$ cat config.mk
export PLATFORM = sky130hd
export DESIGN_NAME = clk_rst_seq
export DESIGN_NICKNAME = d
export VERILOG_FILES = /design/src/rtl/clk_rst_seq.sv
export SDC_FILE = /design/constraint.sdc
export NUM_CORES = 1
export LEC_CHECK = 0
export CORE_MARGIN = 3
export CORE_UTILIZATION = 46
export DETAILED_ROUTE_END_ITERATION = 16
export PLACE_DENSITY_LB_ADDON = 0.12
export SLEW_MARGIN = 20
export SYNTH_ARGS = -nofsm -noshare
export SYNTH_HDL_FRONTEND = slang
export SYNTH_SLANG_ARGS = --single-unit
$ cat constraint.sdc
create_clock -name clk -period 4.5 [get_ports clk]
set_clock_uncertainty 0.15 [all_clocks]
set_input_delay 0.45 -clock clk [delete_from_list [all_inputs] [get_ports clk]]
set_output_delay 0.45 -clock clk [all_outputs]
set_load 0.02 [all_outputs]
$ cat src/rtl/clk_rst_seq.sv
// clk_rst_seq: DCM reset/lock sequencer with lock-timeout retry
// and staged, ordered release of three downstream resets.
module clk_rst_seq #(
  parameter int RST_CYCLES   = 8,
  parameter int LOCK_TIMEOUT = 4096,
  parameter int STAGE_DELAY  = 16,
  parameter int MAX_RETRY    = 4
) (
  input  logic       clk,
  input  logic       rstN,
  input  logic       swRst,
  input  logic       dcmLocked,
  output logic       dcmRst,
  output logic [2:0] rstOut,
  output logic       ready,
  output logic [3:0] retryCnt,
  output logic       lockErr
);

  localparam int M0   = (RST_CYCLES > LOCK_TIMEOUT) ? RST_CYCLES : LOCK_TIMEOUT;
  localparam int MAXC = (M0 > STAGE_DELAY) ? M0 : STAGE_DELAY;
  localparam int CW   = $clog2(MAXC + 1);

  localparam logic [CW-1:0] RST_LAST = CW'(RST_CYCLES - 1);
  localparam logic [CW-1:0] TO_LAST  = CW'(LOCK_TIMEOUT - 1);
  localparam logic [CW-1:0] STG_LAST = CW'(STAGE_DELAY - 1);
  localparam logic [3:0]    MAXR     = 4'(MAX_RETRY);

  typedef enum logic [2:0] {
    S_DCMRST,
    S_WAIT,
    S_REL,
    S_RUN,
    S_FAIL
  } state_t;

  state_t        state_q;
  logic [CW-1:0] cnt_q;
  logic [1:0]    stg_q;
  logic          s1_q, s2_q;
  logic          dcmRst_q, ready_q, lockErr_q;
  logic [2:0]    rstOut_q;
  logic [3:0]    retry_q, retry_d;
  logic          lockS;

  assign lockS = s2_q;

  always_comb begin
    retry_d = retry_q;
    if (retry_q != 4'hF) retry_d = retry_q + 4'd1;
  end

  always_ff @(posedge clk or negedge rstN) begin
    if (!rstN) begin
      s1_q <= 1'b0;
      s2_q <= 1'b0;
    end else begin
      s1_q <= dcmLocked;
      s2_q <= s1_q;
    end
  end

  always_ff @(posedge clk or negedge rstN) begin
    if (!rstN) begin
      state_q   <= S_DCMRST;
      cnt_q     <= '0;
      stg_q     <= 2'd0;
      dcmRst_q  <= 1'b1;
      rstOut_q  <= 3'b111;
      ready_q   <= 1'b0;
      retry_q   <= 4'd0;
      lockErr_q <= 1'b0;
    end else if (swRst) begin
      state_q   <= S_DCMRST;
      cnt_q     <= '0;
      stg_q     <= 2'd0;
      dcmRst_q  <= 1'b1;
      rstOut_q  <= 3'b111;
      ready_q   <= 1'b0;
      retry_q   <= 4'd0;
      lockErr_q <= 1'b0;
    end else begin
      unique case (state_q)
        S_DCMRST: begin
          if (cnt_q == RST_LAST) begin
            state_q  <= S_WAIT;
            cnt_q    <= '0;
            dcmRst_q <= 1'b0;
          end else begin
            cnt_q <= cnt_q + CW'(1);
          end
        end
        S_WAIT: begin
          // Lock wins over a coincident timeout
          if (lockS) begin
            state_q <= S_REL;
            cnt_q   <= '0;
            stg_q   <= 2'd0;
          end else if (cnt_q == TO_LAST) begin
            retry_q  <= retry_d;
            cnt_q    <= '0;
            dcmRst_q <= 1'b1;
            if (retry_d >= MAXR) begin
              state_q   <= S_FAIL;
              lockErr_q <= 1'b1;
            end else begin
              state_q <= S_DCMRST;
            end
          end else begin
            cnt_q <= cnt_q + CW'(1);
          end
        end
        S_REL: begin
          if (!lockS) begin
            state_q  <= S_DCMRST;
            cnt_q    <= '0;
            stg_q    <= 2'd0;
            dcmRst_q <= 1'b1;
            rstOut_q <= 3'b111;
          end else if (cnt_q == STG_LAST) begin
            cnt_q           <= '0;
            rstOut_q[stg_q] <= 1'b0;
            if (stg_q == 2'd2) begin
              state_q <= S_RUN;
              ready_q <= 1'b1;
            end else begin
              stg_q <= stg_q + 2'd1;
            end
          end else begin
            cnt_q <= cnt_q + CW'(1);
          end
        end
        S_RUN: begin
          if (!lockS) begin
            state_q  <= S_DCMRST;
            cnt_q    <= '0;
            stg_q    <= 2'd0;
            dcmRst_q <= 1'b1;
            rstOut_q <= 3'b111;
            ready_q  <= 1'b0;
          end
        end
        S_FAIL: begin
          dcmRst_q  <= 1'b1;
          rstOut_q  <= 3'b111;
          lockErr_q <= 1'b1;
        end
        default: begin
          state_q <= S_DCMRST;
          cnt_q   <= '0;
        end
      endcase
    end
  end

  assign dcmRst   = dcmRst_q;
  assign rstOut   = rstOut_q;
  assign ready    = ready_q;
  assign retryCnt = retry_q;
  assign lockErr  = lockErr_q;

endmodule

== After elaboration in Yosys (flattened, before gate mapping) ==
Index checks and enable logic that the tools add are counted.
Word-level totals
  output and inout bits: 10
  register bits after elaboration: 30
  input port bits: 4
  word-level logic and storage cells: 115
Cells by class
  magnitude comparators: 3
  mux-type cells: 54
  eq/ne operators: 25
  add/subtract/negate cells: 3
  bitwise logic cells: 2
  reduce and logical (&&, ||, !) cells: 18
Operators with widths (number)
  13-bit 2-to-1 mux: 7
  13-bit one-hot mux with 5 select lines: 1
  3-bit 2-to-1 mux: 13
  3-bit inequality test (second input constant): 10
  4-bit 2-to-1 mux: 5
  4-bit inequality test (second input constant): 5
  1-bit 2-to-1 mux: 15
  3-bit one-hot mux with 5 select lines: 1
  5-bit AND reduction: 3
  13-bit by 1-bit adder with 13-bit output (second input constant): 1
  13-bit by 12-bit equality test with 1-bit output (second input constant): 1
  13-bit by 3-bit equality test with 1-bit output (second input constant): 1
  13-bit by 4-bit equality test with 1-bit output (second input constant): 1
  2-bit 2-to-1 mux: 6
  3-bit one-hot mux with 3 select lines: 1
  4-bit nonzero test: 2
  3-bit by 2-bit equality test with 1-bit output (second input constant): 2
  2-bit one-hot mux with 3 select lines: 1
  3-bit AND reduction: 2
  6-bit AND reduction: 1
  3-bit nonzero test: 2
  5-bit nonzero test: 1
  4-bit by 1-bit adder with 4-bit output (second input constant): 1
  4-bit by 3-bit greater-or-equal comparator with 1-bit output (second input constant): 1
  18 further kinds: 21

== Depth between registers and ports, before layout ==
Gate-level depths: netlist (run 1).
  depth in word-level cells: 10
  gate-level depth with buffers: 7
  depth with buffers taken out: 7

== Worst setup path after synthesis (run 1) ==
Ideal clock, no wire load.
  path kind: flip-flop to flip-flop
  start: reg cnt_q[8]
  end: reg cnt_q[4]
  period minus slack after synthesis: 2.425 ns
  cell stages (with the launch flop): 7
  required time: 4.209 ns
  library setup time: 0.141 ns
  slack: 2.075 ns
  buffers on the path: 1
  data arrival time: 2.134 ns
  cell sequence: dfrtp_1 -> or4_4 -> or4_4 -> o21ba_1 -> buf_6 -> nor3_4 -> o22ai_1
On the way
  longest elaborated chain between the ends: 5
Ends and longest elaborated chain
  from (decl): RTL line 38  | logic [CW-1:0] cnt_q;
  from (signal assigned): RTL line 90  | cnt_q <= cnt_q + CW'(1);
  from (signal assigned): RTL line 110  | cnt_q <= cnt_q + CW'(1);
  from (signal assigned): RTL line 130  | cnt_q <= cnt_q + CW'(1);
  13-bit by 4-bit equality test with 1-bit output / 13-bit by 12-bit equality test with 1-bit output (equally long branches): RTL line 120, 99
  13-bit 2-to-1 mux, on equally long branches: RTL line 120, 99
  13-bit 2-to-1 mux, on equally long branches: RTL line 114, 95
  13-bit one-hot mux with 5 select lines *: RTL line 83  | unique case (state_q)
  13-bit 2-to-1 mux *: RTL line 73  | end else if (swRst) begin
Mark *: on every way between the ends. The rest lies on a longest branch, timed or not.
A chain may end at the register's enable or synchronous reset.

== Final worst setup path (run 1) ==
  start: reg cnt_q[0]
  end: reg cnt_q[7]
On the way
  longest elaborated chain between the ends: 5
Ends and longest elaborated chain (RTL line)
  13-bit by 1-bit adder with 13-bit output (tied with other cells): 90, 110, 130
  13-bit 2-to-1 mux, on equally long branches: 120, 99
  13-bit 2-to-1 mux, on equally long branches: 114, 95
  13-bit one-hot mux with 5 select lines *: 83
  13-bit 2-to-1 mux *: 73
Marks and branches as above.

==> metrics.txt, run 1 <==
vias in the first global route=approximately 1,500; critical path type=flop to flop; Final Instance Area=~2000 sq um; CP max-delay cell=nor4_1; Sequential Power Share=43.3%; Die ar.=4630 sq um; switching share of power=approximately a third; layout cells sized above 1=approximately 10%; post-CTS setup buffer count=0; final core utilization=between 50 and 60%; Max Root-Sink Buffers=2; wire length per cell=about 14 um; Antenna diodes=0; Post-Route WL=3780 um; Post-Synthesis Cell Area=~1800 sq um; CP Cell Sequence=ha_1 -> nand4_1 -> nor4_1 -> nor2_1 -> nor3_4 -> o22ai_1; Cell Int Power=roughly 0.00054 W; clock buffer count from CTS=5; Hold Vio Cnt, Final=0; post-route ant nets=0; Overflow after GRT=0; Die Wd=approximately 70 um; number of synthesized register bits=30; PwrDens=slightly below 400 nW/um^2; sequential fraction of the synthesis area=42.7%; result of the run=finished clean; Crit path largest cell delay=800 ps; initial core utilization=approximately half; global-route wire length before repair=~6800 um; Synth Area in XOR/XNOR=around 2.0%; htree depth=2; Die Y-Extent=between 60 and 70 um; Unique masters post-synth=46; Post-synth top flop=dfrtp_1; PortBufs=13; Worst Path Max Fanout=10; fin crit period=around 2900 ps; Post-DP Area=around 1900 sq um; ys async rst share=100%; setup TNS=0 ps; Max Clk Rate=~0.34 GHz; Psw=0.000260 W; hold slack=201 ps; aggregate global-route resource usage=between 10% and 20%; power share of the clock group=approximately 33%; Leak=between 0.8 and 0.9 nW; post-DP HPWL=2690 um; final setup fails=0; Vias/cell=5.77; Logic pwr share=about a quarter; slew margin rel.=36.7%; CP Data Required Time=between 4000 and 5000 ps; Compound-Gate Fraction of Synth Area=between 15 and 20%; Core Footprint=approximately 3500 sq um; # rows=21; final period utilization=64.5%; VDD IR max=approximately 250 uV; residual DRC count=0; Setup crit end kind=flop; Nets=roughly 220; clock root buffer=clkbuf_8; Arr. time, crit path=around 2900 ps; largest family of logic cells by synthesized area=simple AND/OR/NAND/NOR gates; RSZ-0062 raised after global routing=no; Net Count, Synth=211; vias=about 1,500; GP Congestion=between 0.7 and 0.8; CTS hold repair buffers=0; pin count of the biggest net entering global routing=31; CTS tree=yes; average cell area after synthesis=approximately 8.8 sq um; Layout fillers=approximately 330; Max Cap Viol=0; fraction of the mapped netlist area in adder cells=roughly 3.5%; worst-margin pin slew=around 940 ps; most frequent cells in the layout=dfrtp_1, nor2_1, o21ai_0; Layout Area Growth over Synthesis=15.0%; CP Launch Type=flop; count of cells resized by post-cts repair=0; Mapped Cells=roughly 200; YS warnings=0; Max Transition Viols Final=0; initial antenna violation count=0; most common library cell in the layout ignoring fill and taps=dfrtp_1; number of synthesized flops with an enable pin=0; Hold Path Class=flop to flop; worst skew pair latency=between 200 and 300 ps; post-synthesis mux area share=around 2.3%; initial drt markers=110; drt first pass iters=4; Worst-path clk slew=about 60 ps; Synth Area in Simple Gates=roughly 29%; IO Count=14; Clock Sink Count=30
final timing paths:
path	startpoint	endpoint	slack, ps	cells past startpoint
max	cnt_q[0]	cnt_q[7]	1600	6
min	s1_q	lockS	200	0
max reg2reg	cnt_q[0]	cnt_q[7]	1600	6
min reg2reg	s1_q	lockS	200	0
max in group asynchronous	rstN	rstOut[2]	3470	2
min in group asynchronous	rstN	lockErr	410	2
worst max-delay path: cells and delay by family, from the launching register on:
kind                     cells  cell delay [ps]
AND/OR/NAND/NOR              4             1830
adder cells (fa/ha/maj)      1              240
flip-flops                   1              390
AO/OA/AOI/OAI                1              160
Yosys cell counts, types with 3 or more instances:
master    count  area (sq um)
nand4_1       8          50.1
clkbuf_1      6          22.5
dfstp_2       4           105
nand3b_1      4          30.0
mux2i_1       4          40.0
nand2b_1      9          56.3
a21oi_1       8          40.0
o21ai_0      20           100
nand2_1      14          52.6
nor3_1       10          50.1
xor2_1        3          26.3
o21ai_1       3          15.0
dfrtp_1      26           651
ha_1          5          62.6
nor4_1        3          18.8
nand3_1       9          45.0
o22ai_1       4          25.0
nor2_1       20          75.1
inv_1         9          33.8
metrics by stage:
stage	power, W	setup slack [ps]	std cells
after global routing	0.000857	1360	262
after floorplan	0.000493	2070	202
after detailed placement	0.000538	1580	254
final	0.000800	1600	262
after global placement	0.000531	1620	254
after CTS	0.000807	1670	262
layer usage:
metal | GRT usage, % | vias up | share of wire [%] | routed length, um
met2 | 34.7 | 39 | 51 | 1910
li1 | - | 750 | - | -
met4 | 7.20 | 0 | 1.3 | 51
met1 | 22.3 | 717 | 43 | 1610
met3 | 5.91 | 5 | 5.4 | 204
met5 | 0 | - | 0 | 0
logic make-up (layout without fill, tap and decap cells):
group           after synthesis  after routing
buf+inv                      17             31
xor+xnor                      4              4
fa+ha+maj                     5              5
compound gates               49             49
mux                           4              4
flops                        30             30
simple gates                 93             93
sequential cells by signal, indices dropped and copies added, names as in the netlist, 2 cells and up:
name / flops
stg_q: 2
state_q: 3
rstOut: 3
retryCnt: 4
cnt_q: 13
power groups by stage:
stage,Combinational [W],Clock [W],Sequential (W)
2_1_floorplan,0.000163,0,0.000330
3_3_place_gp,0.000183,0,0.000347
3_5_place_dp,0.000187,0,0.000350
4_1_cts,0.000188,0.000273,0.000346
5_1_grt,0.000213,0.000288,0.000355
6_report,0.000188,0.000266,0.000346
layout make-up:
class                      count  area (sq um)  share of cell area [%]
tap                           46          57.6                    2.83
timing repair buffer          14           138                    6.76
clock buffer                   5          68.8                    3.38
inverter                       9          33.8                    1.66
multi-input combinational    155           943                    46.3
clock inverter                 3          40.0                    1.97
sequential                    30           756                    37.1
Note: power is estimated with default switching activity, not from simulation.
==> inputs of run 2 (changes only) <==
Clock period 4.5 ns to 2.4 ns, I/O delays scaled along.
==> run 2 against run 1 <==
Against the previous run: via count rose by 8.2%; largest cell class unchanged; routed wire length rose by 8.1%; sequential power rose by 84%; global-route usage rose by 0.39 points; critical path type unchanged; sequential cell count did not move; core utilization rose by 3.2 points; worst setup slack got worse by 1500 ps; highest routed layer unchanged; total power rose by 81%; combinational power rose by 140%; non-clock buffer count rose by 17; register-to-register slack got worse by 1500 ps; critical path depth did not move.
==> metrics.txt, run 2 (same netlist as run 1, synthesis figures left out) <==
final period utilization=97.9% (+33 points); GP Congestion=0.876 (+10%); reg2reg start=cnt_q[10]; Worst Setup EP=cnt_q[8]; wire length per cell=14.7 um (+1.9%); Antenna diodes=0 (unchanged); Leak=0.933 nW (+8.3%); Sequential Power Share=43.9% (+0.6 points); Worst Path Max Fanout=7 (-3); reg2reg setup slack=50 ps (-1550 ps); Die ar.=4630 sq um (unchanged); VDD IR max=373 uV (+52%); Max Clk Rate=0.425 GHz (+23%); Clock Sink Count=30 (unchanged); Die Y-Extent=68.1 um (unchanged); Cell Int Power=0.000963 W (+79%); Die Wd=68.1 um (unchanged); final setup fails=0 (unchanged); Total Power Consumption=0.00145 W (+81%); switching share of power=33.5% (+0.96 points); RSZ-0062 raised after global routing=yes; Max Cap Viol=0 (unchanged); slew margin rel.=51.8% (+15 points); htree depth=2 (unchanged); CP Data Required Time=2400 ps (-2100 ps); layout cells sized above 1=16.4% (+6.7 points); CTS hold repair buffers=0 (unchanged); cells on worst reg2reg path=6 (unchanged); Hold Vio Cnt, Final=0 (unchanged); Max Transition Viols Final=0 (unchanged); Setup crit end kind=flop; Layout fillers=322 (-3.6%); Largest Register=cnt_q; fin crit period=2350 ps (-551 ps); Critical path origin=cnt_q[10]; aggregate global-route resource usage=20.1% (+0.39 points); global-route wire length before repair=7000 um (+3.4%); critical path type=flop to flop; post-DP HPWL=2990 um (+11%); clock buffer count from CTS=5 (unchanged); Max Root-Sink Buffers=2 (unchanged); Worst-path clk slew=60 ps (about the same); worst skew pair latency=270 ps (about the same); clock root buffer=clkbuf_8; hold slack=206 ps (+5.44 ps); most frequent cells in the layout=dfrtp_1, nor2_1, o21ai_0; Logic pwr share=31.1% (+7.6 points); Post-Route WL=4090 um (+8.1%); initial drt markers=108 (-1.8%); vias in the first global route=1,594 (+6.1%); max reg flops=13 (unchanged); post-route ant nets=0 (unchanged); power share of the clock group=25.1% (-8.2 points); most common library cell in the layout ignoring fill and taps=dfrtp_1; CP Launch Type=flop; Psw=0.000485 W (+86%); Arr. time, crit path=2350 ps (-550 ps); R2R Path End=cnt_q[8]; Hold Path Class=input pin to asynchronous set/reset pin; Layout Area Growth over Synthesis=21.4%; Core Footprint=3520 sq um (unchanged); initial antenna violation count=0 (unchanged); initial core utilization=50.3% (unchanged); CTS tree=yes; vias=1,635 (+8.2%); PortBufs=13 (unchanged); drt first pass iters=5 (+1); PwrDens=673 nW/um^2 (+71%); Overflow after GRT=0 (unchanged); pin count of the biggest net entering global routing=31 (unchanged); result of the run=finished clean; IO Count=14 (unchanged); Nets=241 (+7.6%); residual DRC count=0 (unchanged); Vias/cell=5.88 (+2.0%); worst-margin pin slew=720 ps (-221 ps); # rows=21 (unchanged)
[run 2: changes by cell type in the layout (fill, tap and decap cells not counted), sizes merged]
cell,change
buf,+17
clkbuf,+2
clkinv,-2
bufinv,-1
[run 2: area by class of cell]
class | instances | area, sq um | area share [%]
well taps | 46 | 57.6 | 2.68
repair buffers | 31 | 269 | 12.5
inverters | 9 | 33.8 | 1.57
clock buffers | 7 | 76.3 | 3.55
multi-input cells | 155 | 958 | 44.6
flip-flops and latches | 30 | 756 | 35.1
[run 2: worst min-delay path by stage]
| stage | from | to | slack [ps] | cells past startpoint |
|---|---|---|---|---|
| 6_report | rstN | retryCnt[3] | 210 | 2 |
| 4_1_cts | rstN | state_q[0] | 210 | 2 |
| 5_1_grt | s1_q | lockS | 220 | 0 |
| 2_1_floorplan | rstN | cnt_q[0] | -210 | 0 |
| 3_3_place_gp | s1_q | lockS | 180 | 0 |
| 3_5_place_dp | s1_q | lockS | 190 | 0 |
[run 2: worst max-delay path, cell delays in order (launching register included)]
cell and delay (ps):
dfrtp_1 380, or4_4 530, or4_4 510, o21ba_4 220, buf_4 160, o21ai_0 180
o21ai_1 100
[run 2: per-stage QoR]
step / utilization [%] / setup TNS, ps / instances / worst slack [ps] / cell area, sq um
final: 61.1 / 0 / 278 / 49.8 / 2150
after detailed placement: 58.0 / -28.7 / 269 / -27.9 / 2040
after CTS: 60.6 / 0 / 278 / 32.0 / 2130
after global placement: 58.0 / 0 / 269 / 26.0 / 2040
after floorplan: - / 0 / 202 / 20.4 / 1770
after global routing: 61.1 / -5.35 / 278 / -5.35 / 2150
[run 2: layer usage]
metal / part of all wire, % / wire (um) / track usage (%)
met2: 50 / 2050 / 33.8
met5: 0 / 0 / 0
met1: 43 / 1780 / 23.8
met3: 3.9 / 160 / 4.43
met4: 2.4 / 98 / 10.2
[run 2: power groups by stage]
stage / Clock (W) / Combinational, W / Sequential (W)
floorplan: 0 / 0.000303 / 0.000618
global placement: 0 / 0.000390 / 0.000640
detailed placement: 0 / 0.000405 / 0.000640
CTS: 0.000376 / 0.000429 / 0.000632
global route: 0.000395 / 0.000502 / 0.000649
finish: 0.000363 / 0.000450 / 0.000635
[run 2: what timing repair did]
| item | CTS | global route |
|---|---|---|
| buffers inserted | 2 | 0 |
| setup endpoints to repair | 2 | 13 |
| hold endpoints to repair | 0 | 0 |
| pin swaps | 1 | 0 |
| gates resized for setup | 0 | 6 |
